<file path="config.mk">
export PLATFORM = sky130hd
export DESIGN_NAME = carregador_cromossomo
export DESIGN_NICKNAME = d
export VERILOG_FILES = /design/src/rtl/carregador_cromossomo.sv
export SDC_FILE = /design/constraint.sdc
export NUM_CORES = 1
export LEC_CHECK = 0
export BUFFER_PORTS_ARGS = -buffer_cell sky130_fd_sc_hd__buf_4
export CAP_MARGIN = 20
export CELL_PAD_IN_SITES_DETAIL_PLACEMENT = 0
export CELL_PAD_IN_SITES_GLOBAL_PLACEMENT = 1
export CORE_MARGIN = 2
export CORE_UTILIZATION = 40
export DETAILED_ROUTE_END_ITERATION = 12
export PLACE_DENSITY = 0.68
export SYNTH_ARGS = -nofsm -noshare
export SYNTH_HDL_FRONTEND = slang
export SYNTH_SLANG_ARGS = --single-unit
</file>
<file path="constraint.sdc">
create_clock -name clk -period 64.8 [get_ports clk]
set_clock_uncertainty 0.05 [all_clocks]
set_input_delay 6.48 -clock clk [delete_from_list [all_inputs] [get_ports clk]]
set_output_delay 6.48 -clock clk [all_outputs]
set_load 0.05 [all_outputs]
</file>
<file path="src/rtl/carregador_cromossomo.sv">
// Chromosome loader: collects NUM_BYTES serial bytes plus an XOR checksum byte and commits
// the assembled chromosome atomically only when the checksum matches.
module carregador_cromossomo #(
  parameter int unsigned CHROM_BITS = 335
) (
  input  logic                  clk,
  input  logic                  rst,
  input  logic                  start,
  input  logic                  abort,
  input  logic [7:0]            byte_in,
  input  logic                  byte_valid,
  output logic                  byte_ready,
  output logic [CHROM_BITS-1:0] cromossomo,
  output logic                  novo_cromossomo,
  output logic                  erro_checksum,
  output logic                  ocupado
);

  localparam int unsigned NUM_BYTES = (CHROM_BITS + 7) / 8;
  localparam int unsigned CNT_W     = $clog2(NUM_BYTES + 1);
  localparam int unsigned IDX_W     = $clog2(CHROM_BITS + 1);
  localparam logic [CNT_W-1:0] LAST_CNT = CNT_W'(NUM_BYTES);

  typedef enum logic [1:0] {
    StOcioso,
    StCarregando,
    StVerifica
  } state_e;

  state_e                state_q, state_d;
  logic [CNT_W-1:0]      cnt_q, cnt_d;
  logic [7:0]            xor_q, xor_d;
  logic [CHROM_BITS-1:0] staging_q, staging_d;
  logic                  ok_q, ok_d;
  logic [CHROM_BITS-1:0] crom_q, crom_d;
  logic                  novo_q, novo_d;
  logic                  erro_q, erro_d;

  always_comb begin
    state_d   = state_q;
    cnt_d     = cnt_q;
    xor_d     = xor_q;
    staging_d = staging_q;
    ok_d      = ok_q;
    crom_d    = crom_q;
    novo_d    = 1'b0;
    erro_d    = 1'b0;
    unique case (state_q)
      StOcioso: begin
        if (start) begin
          state_d   = StCarregando;
          cnt_d     = '0;
          xor_d     = '0;
          staging_d = '0;
        end
      end
      StCarregando: begin
        // abort wins over a byte offered in the same cycle
        if (abort) begin
          state_d = StOcioso;
        end else if (byte_valid) begin
          if (cnt_q == LAST_CNT) begin
            ok_d    = (byte_in == xor_q);
            state_d = StVerifica;
          end else begin
            cnt_d = cnt_q + 1'b1;
            xor_d = xor_q ^ byte_in;
            // bits past CHROM_BITS still feed the checksum but are not stored
            for (int unsigned k = 0; k < NUM_BYTES; k++) begin
              for (int unsigned b = 0; b < 8; b++) begin
                if (cnt_q == CNT_W'(k) && (8 * k + b) < CHROM_BITS) begin
                  staging_d[IDX_W'(8 * k + b)] = byte_in[3'(b)];
                end
              end
            end
          end
        end
      end
      StVerifica: begin
        state_d = StOcioso;
        if (ok_q) begin
          crom_d = staging_q;
          novo_d = 1'b1;
        end else begin
          erro_d = 1'b1;
        end
      end
      default: state_d = StOcioso;
    endcase
  end

  always_ff @(posedge clk or posedge rst) begin
    if (rst) begin
      state_q   <= StOcioso;
      cnt_q     <= '0;
      xor_q     <= '0;
      staging_q <= '0;
      ok_q      <= 1'b0;
      crom_q    <= '0;
      novo_q    <= 1'b0;
      erro_q    <= 1'b0;
    end else begin
      state_q   <= state_d;
      cnt_q     <= cnt_d;
      xor_q     <= xor_d;
      staging_q <= staging_d;
      ok_q      <= ok_d;
      crom_q    <= crom_d;
      novo_q    <= novo_d;
      erro_q    <= erro_d;
    end
  end

  assign byte_ready      = (state_q == StCarregando);
  assign ocupado         = (state_q == StCarregando);
  assign cromossomo      = crom_q;
  assign novo_cromossomo = novo_q;
  assign erro_checksum   = erro_q;

endmodule

</file>
==> flow_summary.json, run 1 <==
{
  "yosysTopAreaCell": "dfrtp_1",
  "swShare_pct": 24.8,
  "slew_violations": 0,
  "p_seq_share_pct": 48.1,
  "synth_cell_types": 51,
  "io_pins": 352,
  "rsz0062_at_grt": "false",
  "fillers": 6176,
  "cts_tree": "built",
  "ys_seq_area_share_pct": 63.9,
  "outcome": "finished clean",
  "grt_max_degree": 187,
  "placementRows": 95,
  "yosysMostFrequentCell": "nand2_1",
  "synthArstFlopShare_pct": 100,
  "drt-initial-drc-count": 1335,
  "vias": 18800,
  "critical_path.max_fanout": 60,
  "worstReg2RegEnd": "staging_q[10]",
  "routed_wl_mm": 74.2,
  "grt-ovfl-total": 0,
  "postCtsSetupRepairBufs": 0,
  "r2r-start": "state_q[0]",
  "syn_to_final_growth_pct": 22.4,
  "crit_required_ns": 65.24,
  "p_per_area_mw_per_mm2": 30.9,
  "p_switching_uw": 252,
  "grt_pass1_wl_mm": 116,
  "setup_tns_ns": 0,
  "stdcell_count": 3782,
  "drv_cap": 0,
  "portBuffers": 351,
  "ir_drop_mv": 0.0166,
  "start_kind": "primary input",
  "start_util_pct": 40.3,
  "dieArea_mm2": 0.0695,
  "crit_path_end_kind": "flip-flop",
  "core_area_mm2": 0.0669,
  "cts-root-buf": "clkbuf_16",
  "worst_pin_slew_ns": 1.07,
  "clkSlewWorstSetupHoldPaths_ns": 0.06,
  "r2r_slack_ns": 61.50,
  "postCtsHoldBufs": 0,
  "drt-wirelength-per-cell_um": 19.6,
  "avgSynthCellArea_um2": 10.6,
  "synth_seq_cells": 689,
  "r2r_cells": 5,
  "cts_num_sinks": 689,
  "fin_hold_ws_ns": 0.401,
  "die_h_um": 264,
  "dp_cells": 3645,
  "fin_crit_ns": 8.70,
  "post_cts_resized": 0,
  "cts_max_path_buffers": 3,
  "combPwrFrac_pct": 9.5,
  "clkPwrFrac_pct": 42.4,
  "critical_path.startpoint": "start",
  "cellLeakagePower_nw": 17.4,
  "ys_top_cells_by_area": "dfrtp_1 64%, nand2_1 16%, mux2_2 6.7%",
  "die-width_um": 264,
  "min_path_type": "flip-flop to flip-flop",
  "via_per_inst": 4.96,
  "maxSlewHeadroom_pct": 28.5,
  "p_int_uw": 767,
  "ys.warnings.count": 0,
  "synth_edf_count": 0,
  "gp_congestion": 0.749,
  "final_nets": 2867,
  "critPathCapture": "staging_q[10]",
  "postSynthCellCount": 2538,
  "dp_hpwl_mm": 46.2,
  "max_freq_ghz": 0.115,
  "cp.arrival_ns": 9.14,
  "first_pass_iters": 5,
  "path_class": "primary input to flip-flop",
  "post-route-period-util_pct": 13.4,
  "hold_violations": 0,
  "placed_area_mm2": 0.0305,
  "h-tree-depth": 3,
  "clk-insertion-delay-late_ns": 0.61,
  "drc": 0,
  "setup_viol": 0,
  "synth_top_area_share_pct": 63.9,
  "grt_pass1_vias": 19300,
  "fin_area_mm2": 0.0330,
  "synth_nets": 2555,
  "syn_area_mm2": 0.0270,
  "numCtsBuffers": 74,
  "synth_commonest_cells": "1,163 x nand2_1, 689 x dfrtp_1, 160 x mux2_2, 129 x clkbuf_1, 128 x mux2i_1",
  "grt_usage_pct": 21.5,
  "synth-main-ff-cell": "dfrtp_1",
  "drive_gt1_share_pct": 23.9,
  "drtAntennaViolNets": 0,
  "antenna_found_initial": 5
}
## per-layer routing
metal | up-vias | share of wire, % | track usage (%)
li1 | 8766 | - | -
met1 | 9490 | 45 | 29.9
met2 | 413 | 49 | 34.9
met3 | 100 | 4.4 | 3.44
met4 | 6 | 2.1 | 6.19
met5 | - | 0.046 | 0
## final cells by class
class                      count  area [µm²]  area share [%]
sequential                   689       17200            52.2
multi-input combinational   1690        9110            27.6
timing repair buffer         388        3020            9.14
clock buffer                 110        2200            6.66
tap                          873        1090            3.31
clock inverter                23         308           0.932
inverter                       7        41.3           0.125
antenna                        2        5.00          0.0152
## layout by cell type (no fill, tap or decap), drive strengths merged, types with 3 or more instances in the layout
master | netlist | layout
a21oi | 13 | 13
dfrtp | 689 | 689
a31oi | 10 | 10
nor2 | 21 | 21
ha | 4 | 4
inv | 6 | 10
nor4 | 3 | 3
and2 | 9 | 9
o2111ai | 4 | 4
buf | 22 | 388
xnor2 | 8 | 8
o21ai | 64 | 64
bufinv | 0 | 6
o211ai | 4 | 4
mux2i | 128 | 128
o31ai | 3 | 3
nand3 | 52 | 52
clkbuf | 130 | 110
mux2 | 160 | 160
clkinv | 1 | 12
nand4 | 4 | 4
nor2b | 4 | 4
nand2 | 1163 | 1163
o21a | 3 | 3
or3b | 3 | 3
nand2b | 6 | 6
a21o | 9 | 9
## worst max-delay path, cell delays in order
cell	delay, ns
buf_4	0.11
or3b_4	0.71
nand2_1	0.80
buf_4	0.46
o21a_1	0.25
mux2_2	0.32
## flip-flops by register name, indices dropped and copies added (netlist names)
register / cells
cnt_q: 6
ok_q: 1
erro_checksum: 1
state_q: 2
xor_q: 8
cromossomo: 335
staging_q: 335
novo_cromossomo: 1
## through the flow
step | utilization [%] | power [mW] | worst slack [ns]
CTS | 49.3 | 1.03 | 56.00
global route | 49.3 | 1.06 | 55.92
detailed placement | 45.5 | 0.596 | 55.36
finish | 49.3 | 1.02 | 56.10
floorplan | - | 0.562 | 38.95
global placement | 45.4 | 0.590 | 55.36
## power by group through the flow
stage | Clock, mW | Combinational (mW) | Sequential (mW)
finish | 0.432 | 0.0971 | 0.490
global route | 0.460 | 0.107 | 0.494
CTS | 0.443 | 0.0991 | 0.490
detailed placement | 0 | 0.0987 | 0.497
global placement | 0 | 0.0942 | 0.496
floorplan | 0 | 0.0728 | 0.489
## cell families after synthesis
logic type	share of synthesized area, %
adder cells (fa/ha/maj)	0.185
multiplexers	11.4
buffers and inverters	2.37
AO/OA/AOI/OAI	2.53
AND/OR/NAND/NOR	19.3
flip-flops	63.9
XOR/XNOR	0.292
## how the worst min path moves through the flow
stage / start / end / slack, ns / cells after the start
3_5_place_dp: staging_q[191] / cromossomo[191] / 0.40 / 2
2_1_floorplan: ok_q / erro_checksum / 0.37 / 1
3_3_place_gp: staging_q[93] / cromossomo[93] / 0.40 / 2
6_report: staging_q[7] / cromossomo[7] / 0.40 / 2
4_1_cts: staging_q[7] / cromossomo[7] / 0.41 / 2
5_1_grt: staging_q[76] / cromossomo[76] / 0.42 / 2
Note: power is estimated with default switching activity, not from simulation.
==> inputs of run 2 (changes only) <==
- ABC_AREA: unset -> 1
- PLACE_DENSITY: 0.68 -> 0.73
- clock period: 64.8 -> 7.85 ns (I/O delays scaled with it)
==> run 2 against run 1 <==
Net effect:
- sequential power grew to 8.4 times the previous value
- core utilization down 0.30 points
- non-clock buffer count shrank 17
- largest power group unchanged
- design area fell by 0.25%
- worst setup slack worse by 52 ns
- global-route usage rose by 1.3 points
- synthesized cell count is 19% higher
==> flow_summary.json, run 2 <==
{
  "drt-initial-drc-count": 1858,
  "crit_path_end_kind": "flip-flop",
  "min_path_type": "primary input to asynchronous set/reset pin",
  "routed_wl_mm": 79.2,
  "max_freq_ghz": 0.269,
  "start_kind": "flip-flop",
  "layout_commonest_cell": "nand2_1",
  "synth_edf_count": 0,
  "n_antenna_cell": 0,
  "postSynthCellCount": 3021,
  "antenna_found_initial": 3,
  "drv_cap": 0,
  "r2r_slack_ns": 4.13,
  "yosysTopAreaCell": "dfrtp_1",
  "portBuffers": 351,
  "grt_pass1_wl_mm": 124,
  "grt_usage_pct": 22.8,
  "die_h_um": 265,
  "power.total_mw": 8.54,
  "cts_num_sinks": 689,
  "syn_area_mm2": 0.0271,
  "multiInputGateArea_mm2": 0.00904,
  "slew_violations": 0,
  "fin_hold_ws_ns": 0.353,
  "die-width_um": 265,
  "postCtsSetupRepairBufs": 0,
  "r2r-start": "state_q[1]",
  "ys.warnings.count": 0,
  "yosysMostFrequentCell": "nand2_1",
  "ys_top_cells_by_area": "dfrtp_1 64%, nand2_1 24%, o21ai_0 2.6%",
  "placementRows": 95,
  "worstReg2RegEnd": "staging_q[101]",
  "synthArstFlopShare_pct": 100,
  "synth_seq_cells": 689,
  "stdcell_count": 4246,
  "synth_nets": 3038,
  "setup_viol": 0,
  "numCtsBuffers": 74,
  "final_cell_mix": "1,769 x nand2_1, 689 x dfrtp_1, 364 x buf_4",
  "maxSlewHeadroom_pct": 25.0,
  "drive_gt1_share_pct": 16.7,
  "dp_cells": 4118,
  "fin_crit_ns": 3.72,
  "drtAntennaViolNets": 0,
  "synth-main-ff-cell": "dfrtp_1",
  "synth_commonest_cells": "1,769 x nand2_1, 689 x dfrtp_1, 141 x o21ai_0, 110 x nand3_1, 92 x clkbuf_1",
  "core_area_mm2": 0.0672,
  "final_nets": 3338,
  "gp_congestion": 0.817,
  "cts_max_path_buffers": 3,
  "dp_hpwl_mm": 49.6,
  "worst_pin_slew_ns": 1.13,
  "post-route-period-util_pct": 47.3,
  "avgSynthCellArea_um2": 8.99,
  "grt_pass1_vias": 20800,
  "post_cts_resized": 0,
  "path_class": "flip-flop to flip-flop",
  "grt_max_degree": 208,
  "dieArea_mm2": 0.0700,
  "cp.arrival_ns": 4.20,
  "r2r_cells": 9,
  "cts_tree": "built",
  "fillers": 6360,
  "vias": 20800,
  "crit_required_ns": 8.34,
  "p_per_area_mw_per_mm2": 259,
  "cellLeakagePower_nw": 18.3,
  "hold_violations": 0,
  "synth_cell_types": 31,
  "via_per_inst": 4.89,
  "ir_drop_mv": 0.150,
  "postCtsHoldBufs": 0,
  "cts-root-buf": "clkbuf_16",
  "syn_to_final_growth_pct": 21.3,
  "drc": 0,
  "clk-insertion-delay-late_ns": 0.60,
  "area.sequential_mm2": 0.0172,
  "rsz0062_at_grt": "false",
  "h-tree-depth": 3,
  "start_util_pct": 40.4,
  "ys_seq_area_share_pct": 63.5,
  "grt-ovfl-total": 0,
  "clkSlewWorstSetupHoldPaths_ns": 0.06,
  "setup_tns_ns": 0,
  "outcome": "finished clean",
  "critical_path.max_fanout": 75,
  "first_pass_iters": 5,
  "synth_top_area_share_pct": 63.5,
  "drt-wirelength-per-cell_um": 18.7,
  "io_pins": 352
}
[run 2: cell count changes in the layout (fill, tap and decap cells not counted), sizes merged, moves of 17 or more]
cell   previous run  this run
o21ai            64       153
nand2          1163      1772
nor2             21        55
nand3            52       139
mux2            160         0
mux2i           128         0
buf             388       371
inv              10        44
[run 2: worst max-delay path by stage]
| stage | cells after the start | startpoint | slack [ns] | to |
|---|---|---|---|---|
| 4_1_cts | 9 | state_q[1] | 4.20 | staging_q[101] |
| 3_3_place_gp | 9 | state_q[1] | 4.38 | staging_q[219] |
| 6_report | 9 | state_q[1] | 4.13 | staging_q[101] |
| 3_5_place_dp | 9 | state_q[1] | 4.22 | staging_q[110] |
| 2_1_floorplan | 1 | rst | -2.41 | cnt_q[0] |
| 5_1_grt | 9 | state_q[1] | 3.87 | staging_q[101] |
[run 2: stage by stage]
stage | utilization (%) | area [µm²] | setup WS (ns)
detailed placement | 45.3 | 30400 | 4.22
floorplan | - | 27200 | -2.41
finish | 49.0 | 32900 | 4.13
global placement | 45.3 | 30400 | 4.38
global route | 49.0 | 32900 | 3.87
CTS | 49.0 | 32900 | 4.20
[run 2: layer usage]
| layer | vias up | wire [µm] | track usage [%] |
|---|---|---|---|
| met2 | 517 | 37600 | 36.9 |
| met5 | - | 16 | 0 |
| met4 | 2 | 1610 | 6.13 |
| met3 | 93 | 4680 | 4.51 |
| met1 | 10200 | 35300 | 31.6 |
| li1 | 9926 | - | - |
[run 2: cells by family (layout without fill, tap and decap cells)]
| family | Yosys count | in the layout | synth area share (%) |
|---|---|---|---|
| fa+ha+maj | 4 | 4 | 0.184 |
| buf+inv | 191 | 543 | 3.41 |
| simple gates | 1972 | 1972 | 29.6 |
| xor+xnor | 9 | 9 | 0.290 |
| compound gates | 156 | 156 | 3.00 |
| flops | 689 | 689 | 63.5 |
[run 2: layout make-up]
| type | instances | share of cell area, % |
|---|---|---|
| Tap cell | 873 | 3.32 |
| Sequential cell | 689 | 52.4 |
| Clock buffer | 112 | 6.98 |
| Timing Repair Buffer | 371 | 8.75 |
| Multi-Input combinational cell | 2141 | 27.5 |
| Clock inverter | 16 | 0.597 |
| Inverter | 44 | 0.547 |
[run 2: report_power, final]
group | switching [mW] | total [mW] | internal, mW
clock | 1.41 | 3.56 | 2.15
combinational | 0.647 | 0.881 | 0.234
sequential | 0.205 | 4.11 | 3.90
[run 2: worst max-delay path, cell delays in order, from the launching register on]
cell     delay, ns
dfrtp_1       0.51
inv_2         0.10
nand2_2       0.54
inv_4         0.40
nand2_2       0.35
nand2_2       0.55
inv_2         0.15
buf_4         0.59
nand3_1       0.17
nand2_1       0.12
==> inputs of run 3 (changes only) <==
- ABC_AREA: 1 -> 0
- PLACE_DENSITY: 0.73 -> 0.68
- clock period: 7.85 -> 3.56 ns (I/O delays scaled with it)
==> run 3 against run 2 <==
Net effect:
- worst setup slack worse by 3.2 ns
- sequential power up 120%
- flip-flop and latch count unchanged
- critical path depth down 4
- first-iteration DRC count down 29%
- hold slack worse by 0.32 ns
- combinational power up 100%
- count of clock-buffer cells in the layout down 3
- register-to-register slack worse by 3.2 ns
- die area down 0.61%
- clock power up 120%
- largest cell class unchanged
==> flow_summary.json, run 3 (synthesis results as in run 1) <==
{
  "outcome": "finished clean",
  "setup_tns_ns": 0,
  "final_cell_mix": "1,163 x nand2_1, 689 x dfrtp_1, 391 x buf_4",
  "worst_pin_slew_ns": 1.08,
  "core_area_mm2": 0.0669,
  "fin_crit_ns": 2.64,
  "drt-wirelength-per-cell_um": 19.7,
  "path_class": "flip-flop to flip-flop",
  "area.sequential_mm2": 0.0172,
  "cts_max_path_buffers": 3,
  "grt_pass1_vias": 19400,
  "max_freq_ghz": 0.378,
  "multiInputGateArea_mm2": 0.00911,
  "hold_violations": 0,
  "dp_hpwl_mm": 47.1,
  "met1Wirelength_mm": 33.4,
  "hold_start": "byte_in[1]",
  "h-tree-depth": 3,
  "cts_num_sinks": 689,
  "setup_ws_ns": 0.918,
  "r2r_slack_ns": 0.92,
  "die_h_um": 264,
  "dieArea_mm2": 0.0695,
  "post_cts_resized": 0,
  "top_layer_used": "met5",
  "rsz0062_at_grt": "false",
  "gp_congestion": 0.782,
  "numCtsBuffers": 75,
  "cp.arrival_ns": 3.09,
  "vias": 18900,
  "slew_violations": 0,
  "routed-wl-met3_mm": 3.79,
  "clk-insertion-delay-late_ns": 0.61,
  "drive_gt1_share_pct": 24.3,
  "cellLeakagePower_nw": 17.5,
  "drtAntennaViolNets": 0,
  "via_per_inst": 4.96,
  "met2WireLength_mm": 36.1,
  "maxSlewHeadroom_pct": 27.9,
  "drt-initial-drc-count": 1320,
  "p_per_area_mw_per_mm2": 562,
  "start_kind": "flip-flop",
  "ir_drop_mv": 0.340,
  "die-width_um": 264,
  "worstReg2RegEnd": "state_q[0]",
  "cts-root-buf": "clkbuf_16",
  "routed_wl_mm": 75.1,
  "grt_usage_pct": 21.6,
  "grt_pass1_wl_mm": 117,
  "cts_tree": "built",
  "portBuffers": 351,
  "drv_cap": 0,
  "whs_path_depth": 3,
  "r2r_cells": 5,
  "setup_viol": 0,
  "place_ws_ns": 1.02,
  "crit_required_ns": 4.01,
  "clkSlewWorstSetupHoldPaths_ns": 0.07,
  "placementRows": 95,
  "r2r-start": "cnt_q[5]",
  "fillers": 6125,
  "min_to": "xor_q[1]",
  "io_pins": 352,
  "postLayoutCoreUtil_pct": 49.6,
  "final_nets": 2886,
  "drc": 0,
  "min_path_type": "primary input to flip-flop",
  "crit_path_end_kind": "flip-flop",
  "critical_path.max_fanout": 14,
  "post-route-period-util_pct": 74.2,
  "fin_hold_ws_ns": 0.0359,
  "grt_max_degree": 222,
  "syn_to_final_growth_pct": 23.1,
  "grt-ovfl-total": 0,
  "postCtsSetupRepairBufs": 0,
  "layout_commonest_cell": "nand2_1",
  "antenna_found_initial": 5,
  "first_pass_iters": 5,
  "start_util_pct": 40.3,
  "postCtsHoldBufs": 6
}
run 3: changes by cell type in the layout (fill, tap and decap cells not counted), sizes merged, moves of 29 or more:
cell | previous run | this run
buf | 371 | 400
inv | 44 | 10
mux2 | 0 | 160
mux2i | 0 | 128
nand2 | 1772 | 1163
nand3 | 139 | 52
nor2 | 55 | 21
o21ai | 153 | 64
run 3: per-layer routing:
layer  up-vias  global-route usage [%]
met4         6                    6.58
met1      9485                    29.2
li1       8809                       -
met5         -                       0
met3       107                    4.27
met2       451                    35.3
run 3: report_power, final:
part / switching (mW) / internal (mW) / leakage [nW] / total, mW
Combinational: 1.04 / 0.745 / 6.81 / 1.79
Sequential: 0.388 / 8.50 / 9.46 / 8.89
Clock: 3.19 / 4.80 / 1.26 / 7.99
run 3: final cells by class:
type,instances,share of cell area (%)
Clock inverter,26,0.965
Multi-Input combinational cell,1690,27.4
Clock buffer,109,6.71
Timing Repair Buffer,406,9.56
Antenna cell,2,0.0151
Inverter,7,0.113
Sequential cell,689,51.9
Tap cell,873,3.29
run 3: worst max-delay path by stage:
stage	start	end	slack (ns)
6_report	cnt_q[5]	state_q[0]	0.92
5_1_grt	cnt_q[5]	state_q[0]	0.78
4_1_cts	state_q[1]	byte_ready	0.94
3_5_place_dp	state_q[0]	cromossomo[283]	1.02
3_3_place_gp	state_q[0]	cromossomo[232]	1.05
2_1_floorplan	rst	cnt_q[0]	-6.27
run 3: worst max-delay path, cell delays in order (launching register included):
cell	delay [ns]
dfrtp_1	0.52
nor2b_1	0.48
nand3_1	0.53
nor2_1	0.24
o31ai_1	0.09
dlygate4sd3_1	0.62
run 3: through the flow:
stage	cell area (µm²)	total power [mW]	std cells
floorplan	27000	10.2	2538
global placement	30600	10.7	3656
detailed placement	30600	10.8	3656
CTS	33200	18.9	3797
global route	33200	19.5	3801
finish	33200	18.7	3802
